==> src/rtl/if_fetch_unit.sv <==
// if_fetch_unit: instruction-fetch producer.
// Generates the fetch PC and runs a single-outstanding request/ack handshake
// with instruction memory. Fetched words go into a small prefetch FIFO whose
// head drives the IF/ID register. A branch redirect flushes everything and
// restarts fetching at the target.
// Optional feature macro: IF_BYPASS_EN. When it is defined, an acked word that
// arrives while the FIFO is empty is presented on the outputs in the same cycle.
//
// Handshake: imem_req/imem_addr come straight from registers. Once raised,
// they stay stable until the cycle in which imem_ack is high; a transfer
// completes on the rising edge where imem_req && imem_ack. imem_rdata is only
// meaningful in that cycle.
module if_fetch_unit #(
  parameter logic [31:0] RESET_PC   = 32'h0,
  parameter int          FIFO_DEPTH = 2
) (
  input  logic        clk,
  input  logic        rst_n,
  input  logic        freeze,
  input  logic        branch_taken,
  input  logic [31:0] branch_addr,
  output logic        imem_req,
  output logic [31:0] imem_addr,
  input  logic        imem_ack,
  input  logic [31:0] imem_rdata,
  output logic        fetch_valid,
  output logic [31:0] pc_out,
  output logic [31:0] instruction_out,
  output logic        flush_out,
  output logic [1:0]  state_dbg
);

  localparam int AW = $clog2(FIFO_DEPTH);

  typedef enum logic [1:0] {
    S_ISSUE   = 2'd0,
    S_WAIT    = 2'd1,
    S_DISCARD = 2'd2
  } state_t;

  state_t        state, state_nxt;
  logic [31:0]   fetch_pc;
  logic [31:0]   req_addr;
  logic [31:0]   fifo_pc  [FIFO_DEPTH];
  logic [31:0]   fifo_ins [FIFO_DEPTH];
  logic [AW-1:0] rd_ptr, wr_ptr;
  logic [AW:0]   count;
  logic          flush_q;

  logic          empty, full;
  logic          ack_ok;
  logic          bypass;
  logic          push, pop;
  logic [31:0]   pc_plus4;

  assign empty    = (count == '0);
  assign full     = (count == (AW+1)'(FIFO_DEPTH));
  assign ack_ok   = (state == S_WAIT) && imem_ack;
  assign pc_plus4 = fetch_pc + 32'd4;

`ifdef IF_BYPASS_EN
  // Word lands on an empty FIFO: show it this cycle instead of waiting for the push.
  assign bypass = ack_ok && empty && !branch_taken;
`else
  assign bypass = 1'b0;
`endif

  // A bypassed word that is consumed immediately never needs a FIFO slot.
  assign push = ack_ok && !branch_taken && !(bypass && !freeze);
  assign pop  = !empty && !freeze && !branch_taken;

  assign imem_req  = (state != S_ISSUE);
  assign imem_addr = req_addr;
  assign flush_out = flush_q;
  assign state_dbg = state;

  // Output view: bypass word first, else FIFO head, else a zero bubble.
  always_comb begin
    fetch_valid     = 1'b0;
    pc_out          = 32'h0;
    instruction_out = 32'h0;
    if (bypass) begin
      fetch_valid     = 1'b1;
      pc_out          = pc_plus4;
      instruction_out = imem_rdata;
    end else if (!empty) begin
      fetch_valid     = 1'b1;
      pc_out          = fifo_pc[rd_ptr];
      instruction_out = fifo_ins[rd_ptr];
    end
  end

  // Next-state logic; a redirect while a request is in flight must still wait for its ack.
  always_comb begin
    state_nxt = state;
    case (state)
      S_ISSUE:   if (branch_taken || !full) state_nxt = S_WAIT;
      S_WAIT: begin
        if (imem_ack)          state_nxt = S_ISSUE;
        else if (branch_taken) state_nxt = S_DISCARD;
      end
      S_DISCARD: if (imem_ack) state_nxt = S_ISSUE;
      default:   state_nxt = S_ISSUE;
    endcase
  end

  // State register, PC, latched request address, FIFO pointers/count and flush pulse.
  always_ff @(posedge clk or negedge rst_n) begin
    if (!rst_n) begin
      state    <= S_ISSUE;
      fetch_pc <= RESET_PC;
      req_addr <= RESET_PC;
      rd_ptr   <= '0;
      wr_ptr   <= '0;
      count    <= '0;
      flush_q  <= 1'b0;
    end else begin
      state   <= state_nxt;
      flush_q <= branch_taken;
      if (state == S_ISSUE && state_nxt == S_WAIT)
        req_addr <= branch_taken ? branch_addr : fetch_pc;
      if (branch_taken) begin
        fetch_pc <= branch_addr;
        rd_ptr   <= '0;
        wr_ptr   <= '0;
        count    <= '0;
      end else begin
        if (ack_ok) fetch_pc <= pc_plus4;
        if (push)   wr_ptr   <= wr_ptr + AW'(1);
        if (pop)    rd_ptr   <= rd_ptr + AW'(1);
        if (push && !pop)      count <= count + (AW+1)'(1);
        else if (pop && !push) count <= count - (AW+1)'(1);
      end
    end
  end

  // FIFO storage; contents need no reset because count gates visibility.
  always_ff @(posedge clk) begin
    if (push) begin
      fifo_pc[wr_ptr]  <= pc_plus4;
      fifo_ins[wr_ptr] <= imem_rdata;
    end
  end

endmodule

==> config.mk <==
export PLATFORM = sky130hd
export DESIGN_NAME = if_fetch_unit
export DESIGN_NICKNAME = d
export VERILOG_FILES = /design/src/rtl/if_fetch_unit.sv
export SDC_FILE = /design/constraint.sdc
export NUM_CORES = 1
export LEC_CHECK = 0
export BUFFER_PORTS_ARGS = -buffer_cell sky130_fd_sc_hd__clkbuf_2
export CORE_MARGIN = 1
export CORE_UTILIZATION = 55
export CTS_CLUSTER_DIAMETER = 40
export DETAILED_ROUTE_END_ITERATION = 6
export PLACE_DENSITY = 0.85
export SLEW_MARGIN = 0
export SYNTH_ARGS = -nofsm -noshare
export SYNTH_HDL_FRONTEND = slang
export SYNTH_SLANG_ARGS = --single-unit
==> constraint.sdc <==
create_clock -name clk -period 12.4 [get_ports clk]
set_input_delay 1.24 -clock clk [delete_from_list [all_inputs] [get_ports clk]]
set_output_delay 1.24 -clock clk [all_outputs]
set_load 0.02 [all_outputs]
# Yosys cells after proc, flatten, opt, wreduce, memory -nomap -nowiden
# Memories as Yosys holds them, arrays and structs flattened.
# Index checks and enable logic that the tools add are counted.
dict set report word_totals {
  output_inout_bits 101
  word_cells 59
  ramBits 128
  memories 2
  regBits 71
  inputBits 69
}
# name words word_bits read_ports rd_clocked_by_memory_dff wr line
set mem_list {}
lappend mem_list {fifo_ins 2 32 1 0 1 45} ;# logic [31:0] fifo_ins [FIFO_DEPTH];
lappend mem_list {fifo_pc 2 32 1 0 1 44} ;# logic [31:0] fifo_pc [FIFO_DEPTH];
dict set report op_classes {
  muxes 20
  add_sub_neg 5
  n_reduce_logical 21
  eq_ne 4
}
# cell n
set ops {}
lappend ops {{32-bit two-way mux} 5}
lappend ops {{32-bit by 3-bit adder with 32-bit output (second input constant)} 1}
lappend ops {{2-bit two-way mux} 7}
lappend ops {{2-bit nonzero test} 4}
lappend ops {{1-bit logical AND} 7}
lappend ops {{1-bit two-way mux} 7}
lappend ops {{1-bit logical NOT} 6}
lappend ops {{2-bit case mux with 3 select lines} 1}
lappend ops {{2-bit by 1-bit equality test with 1-bit output (second input constant)} 2}
lappend ops {{2-bit equality test (second input constant)} 2}
lappend ops {{2-bit logical NOT} 2}
lappend ops {{3-bit nonzero test} 1}
lappend ops {{1-bit adder (second input constant)} 2}
lappend ops {{2-bit by 1-bit adder with 2-bit output (second input constant)} 1}
lappend ops {{2-bit by 1-bit subtractor with 2-bit output (second input constant)} 1}
lappend ops {{1-bit logical OR} 1}

# Longest topological paths before layout
dict set report depth {
  depth_word 8
  depth_mapped 7
  ltp_nobuf 5
}

# Worst setup path before layout
# No wires, ideal clock.
dict set report synth_path {
  path_kind {input to register}
  startpoint {input branch_taken}
  endpoint {memory fifo_ins[0][0], enable pin}
  n_path_buf 3
  slack_ns 5.525
  arrival_time_ns 6.309
  required_ns 11.835
  path_stages 4
  setup_ns 0.565
  path_cell_list {clkbuf_1 -> clkbuf_1 -> clkbuf_1 -> nor3_1}
}
dict set report synth_via {
  elab_chain_len 4
}
# element line
set synth_rtl {}
lappend synth_rtl {{start: declaration} 20} ;# input logic branch_taken,
lappend synth_rtl {{1-bit logical NOT} 69} ;# assign push = ack_ok && !branch_taken && !(bypass && !freeze);
lappend synth_rtl {{1-bit logical AND} 69}
lappend synth_rtl {{1-bit two-way mux} 139} ;# if (push) begin
lappend synth_rtl {{1-bit two-way mux (implied by the code)} 141} ;# fifo_ins[wr_ptr] <= imem_rdata;
lappend synth_rtl {{end: declaration} 45}
# Every way passes these cells.

# Final worst setup path
dict set report layout_path {
  startpoint {register rd_ptr}
  endpoint {output pc_out[2]}
}
dict set report layout_via {
  elab_chain_len 2
}
# element line
set layout_rtl {}
lappend layout_rtl {{start: declaration} 46} ;# logic [AW-1:0] rd_ptr, wr_ptr;
lappend layout_rtl {{start signal: assignment} 130} ;# if (pop) rd_ptr <= rd_ptr + AW'(1);
lappend layout_rtl {{memory 2 x 32 bit} n/a}
lappend layout_rtl {{32-bit two-way mux} 86} ;# end else if (!empty) begin
lappend layout_rtl {{end: declaration} 27} ;# output logic [31:0] pc_out,
# Every way passes these cells.

==> results by stage <==
Outcome:
- The flow ran to the end, and the final reports show no timing, DRC or antenna violations.

Setup path:
- STA puts the critical path data arrival time at 2.20 ns.
- The setup path with the least slack is of type flop to output port.
- The worst setup path is launched from a flop.
- The worst register-to-register path has a setup slack of 9.52 ns.
- STA classifies the critical path endpoint as an output port.
- In this run the critical register-to-register path is launched from fetch_pc[2]$_DFFE_PN0N_.
- The maximum net fanout on the critical path is 66.
- The worst-case reg-to-reg path depth is 5.
- The worst register-to-register path ends at fetch_pc[20]$_DFFE_PN0N_.
- STA puts the critical path data required time at 11.16 ns.

Place:
- The number of placed instances, taps included, is 1,068.
- Input and output buffers added on the ports amount to 169.
- The pre-CTS setup slack is 8.67 ns.
- Once placement finished, the instance area stood at 9820 µm².
- The final weighted congestion of routability-driven global placement is 0.852.
- After legalization and detailed placement, the total HPWL measured 12,400 µm.

Yosys:
- The synthesized design contains 199 register bits.
- The dominant register cell in the synthesized netlist is sky130_fd_sc_hd__edfxtp_1.
- The fraction of synthesis flops using an asynchronous set or reset pin is 35.7%.
- Yosys mapped the design onto 50 distinct sky130hd cell types.
- The share of the Yosys chip area taken by registers is 62.9%.
- The net count of the mapped netlist is 798.
- The number of flops mapped to enable cells by yosys is 128.
- Counting every instance in the synthesized netlist gives 728.
- Yosys printed 0 warnings.
- Summed over its instances, the top area cell type makes up 43.0% of the synthesized netlist area.
- The mapped netlist covers 8930 µm².
- By area the synthesized netlist is led by sky130_fd_sc_hd__edfxtp_1 (43%), sky130_fd_sc_hd__dfrtp_1 (20%), sky130_fd_sc_hd__mux2i_1 (8.6%).
- Summed over all instances, the cell type with the most area after synthesis is sky130_fd_sc_hd__edfxtp_1.
- After synthesis, the mean cell area works out to 12.3 µm².

Detailed routing:
- Using the TritonRoute via totals, the vias-per-cell ratio works out to 5.58.
- For this block, the routed nets add up to 18,900 µm of wire.
- The iteration-0 DRC count of the detailed router is 637.
- The routed layout has 6,134 vias.
- The count of nets left with antenna violations once routing finished came out at 0.
- In the final routed layout, each cell accounts on average for 17.2 µm.
- The first detailed-routing pass took 7 iterations.
- In the routed design, unresolved DRC markers number 0.

Min path:
- The min-delay analysis places its worst path in the category flop to flop.
- The hold-critical path endpoint is fifo_pc[1][1]$_DFFE_PP_.
- In this run the most critical hold path is launched from fetch_pc[1]$_DFFE_PN0P_.
- The number of cells traversed by the worst hold path is 0.

CTS:
- The clock tree buffer depth is 2.
- For this design, the sink count on the clock tree is 199.
- The number of buffers inserted by hold repair at cts is 0.
- The post-CTS setup-driven buffer insertion count is 0.
- The number of instances resized during post-cts repair is 0.
- The post-CTS clock slew at the launch and capture registers of the worst setup and hold paths is 0.07 ns.
- The clock reaches the later pin of the worst-skew pair after 0.43 ns.
- TritonCTS built the clock tree.
- The H-tree depth reported by CTS is 4.
- The tree is rooted in a sky130_fd_sc_hd__clkbuf_16.
- The TritonCTS buffer count is 17.

Global routing:
- The total overflow left after global routing is 0.
- The number of global-route vias before repair was 5,700.
- The overall routing resource usage is 23.5%.
- The first global-routing pass estimated 29,400 µm of wire.
- The largest net degree at the start of global routing is 74.
- The number of antenna violations at the first check in global routing came to 0.

Layout:
- In the final layout, the share of cells above drive strength 1 is 25.2%.
- The core occupancy in the finished layout is 65.5%.
- The number of fill cells in the layout is 1,250.
- The number of nets at the end of the flow is 941.
- The final standard cell area without fillers is 10,400 µm².
- The number of antenna diodes in the final layout is 0.
- The final cell count without fillers is 1,100.
- The library cell used most frequently in the layout, excluding fill and tap cells, is sky130_fd_sc_hd__clkbuf_2.
- The library cells used most frequently in the layout, excluding fill and tap cells, are sky130_fd_sc_hd__clkbuf_2 (168), sky130_fd_sc_hd__edfxtp_1 (128), sky130_fd_sc_hd__nor2_1 (92), sky130_fd_sc_hd__mux2i_1 (77), sky130_fd_sc_hd__dfrtp_1 (70).
- The signed area change from the synthesized netlist to the final layout is 16.6%.

Floorplan:
- The effective utilization at floorplan is 56.2%.
- The area of the die is 16,700 µm².
- The core area is 15,900 µm².
- The die outline width is 129 µm.
- 170 I/O pins were placed.
- The die height is 129 µm.
- After floorplanning, the core was divided into 46 placement rows.

Pwr:
- IR analysis of the VDD net gives a maximum drop of 0.143 mV.
- The design draws 1.92 mW.
- Power spread over the standard cell area amounts to 184 nW/µm².
- In this run the static leakage power is 4.01 nW.

STA:
- The final worst setup slack is 8.96 ns.
- The final cycle utilization of the critical path is 27.8%.
- Counting I/O delays and the setup requirement, the final critical path takes 3.44 ns.
- In this run the tightest slew margin relative to its limit is 25.4%.
- For the pin with the worst max-slew slack, the measured transition is 1.12 ns.
- Setup repair after global routing left no endpoint under its margin.
- The sum of negative setup slack is 0 ns.
- The final-report setup violation count is 0.
- The max-slew violation total from the final report is 0.
- The tightest hold path in the finished design has a slack of 0.474 ns.
- The setup skew after layout is 0.00665 ns.
- The total count of hold-check failures in the final report is 0.
- Timing would allow up to 290 MHz.

Run:
- The count of maximum capacitance violations is 0.
[routing by layer]
| metal | share of wire [%] | up-vias | GRT usage [%] | routed length (µm) |
|---|---|---|---|---|
| met1 | 43 | 2955 | 32.1 | 8220 |
| met2 | 48 | 226 | 37.0 | 9060 |
| met5 | 0 | - | 0 | 0 |
| met3 | 6.2 | 33 | 4.50 | 1180 |
| met4 | 2.4 | 0 | 10.1 | 457 |
| li1 | - | 2920 | - | - |
[synthesized netlist by cell type (4+ instances only)]
cell and n:
sky130_fd_sc_hd__xnor2_1 24, sky130_fd_sc_hd__or4_1 17, sky130_fd_sc_hd__nor4_1 10, sky130_fd_sc_hd__buf_6 6
sky130_fd_sc_hd__nor3_1 13, sky130_fd_sc_hd__nor2b_1 6, sky130_fd_sc_hd__dfrtp_1 71, sky130_fd_sc_hd__nand3_1 17
sky130_fd_sc_hd__a21oi_1 10, sky130_fd_sc_hd__buf_1 9, sky130_fd_sc_hd__nand2_1 63, sky130_fd_sc_hd__buf_2 4
sky130_fd_sc_hd__inv_1 7, sky130_fd_sc_hd__a31oi_1 11, sky130_fd_sc_hd__xor2_1 17, sky130_fd_sc_hd__nand4_1 8
sky130_fd_sc_hd__clkbuf_8 4, sky130_fd_sc_hd__mux2i_1 77, sky130_fd_sc_hd__o31ai_1 9, sky130_fd_sc_hd__clkbuf_1 24
sky130_fd_sc_hd__a21boi_0 12, sky130_fd_sc_hd__nor2_1 93, sky130_fd_sc_hd__mux2_2 4, sky130_fd_sc_hd__edfxtp_1 128
sky130_fd_sc_hd__buf_4 4, sky130_fd_sc_hd__o21ai_0 50
[sequential cells by signal (all words and copies together) (netlist names)]
signal / cells
fifo_ins: 64
fifo_pc: 64
fetch_pc: 32
imem_addr: 32
count: 2
state_dbg: 2
flush_out: 1
rd_ptr: 1
wr_ptr: 1
[logic make-up (layout without fill, tap and decap cells)]
family | count (synthesis) | count (layout) | synth area share (%)
and+or+nand+nor | 246 | 246 | 13.4
buffers and inverters | 60 | 216 | 3.76
AOI/OAI and AO/OA | 100 | 100 | 6.66
muxes | 81 | 81 | 9.14
xor gates and xnor gates | 41 | 41 | 4.02
adders and majority gates | 1 | 1 | 0.140
DFF | 199 | 199 | 62.9
[how the worst max path moves through the flow]
stage                             from                       end  slack, ns
global placement          branch_taken  fifo_ins[0][4]$_DFFE_PP_       8.78
CTS                 rd_ptr$_DFFE_PN0P_                pc_out[14]       8.88
floorplan                 branch_taken  fifo_ins[0][0]$_DFFE_PP_       5.53
finish              rd_ptr$_DFFE_PN0P_                 pc_out[2]       8.96
global route        rd_ptr$_DFFE_PN0P_                 pc_out[6]       8.79
detailed placement        branch_taken  fifo_ins[0][6]$_DFFE_PP_       8.67
[worst max-delay path: stages, from the launching register on]
cell and delay (ns):
sky130_fd_sc_hd__dfrtp_4 1.16, sky130_fd_sc_hd__mux2i_1 0.32, sky130_fd_sc_hd__nor2_1 0.08, sky130_fd_sc_hd__clkbuf_2 0.20
[report_power, final]
part	switching, mW	total, mW	internal, mW
Sequential	0.0791	0.898	0.818
Combinational	0.312	0.471	0.159
Clock	0.234	0.549	0.315
[cell type report]
| cell class | instances | area, µm² | share of cell area (%) |
|---|---|---|---|
| Clock buffer | 18 | 429 | 4.12 |
| Clock inverter | 14 | 158 | 1.51 |
| Inverter | 8 | 30.0 | 0.288 |
| Multi-Input combinational cell | 469 | 3000 | 28.8 |
| Sequential cell | 199 | 5620 | 54.0 |
| Tap cell | 216 | 270 | 2.60 |
| Timing Repair Buffer | 176 | 901 | 8.65 |
Power figures use the tool's default switching activity.
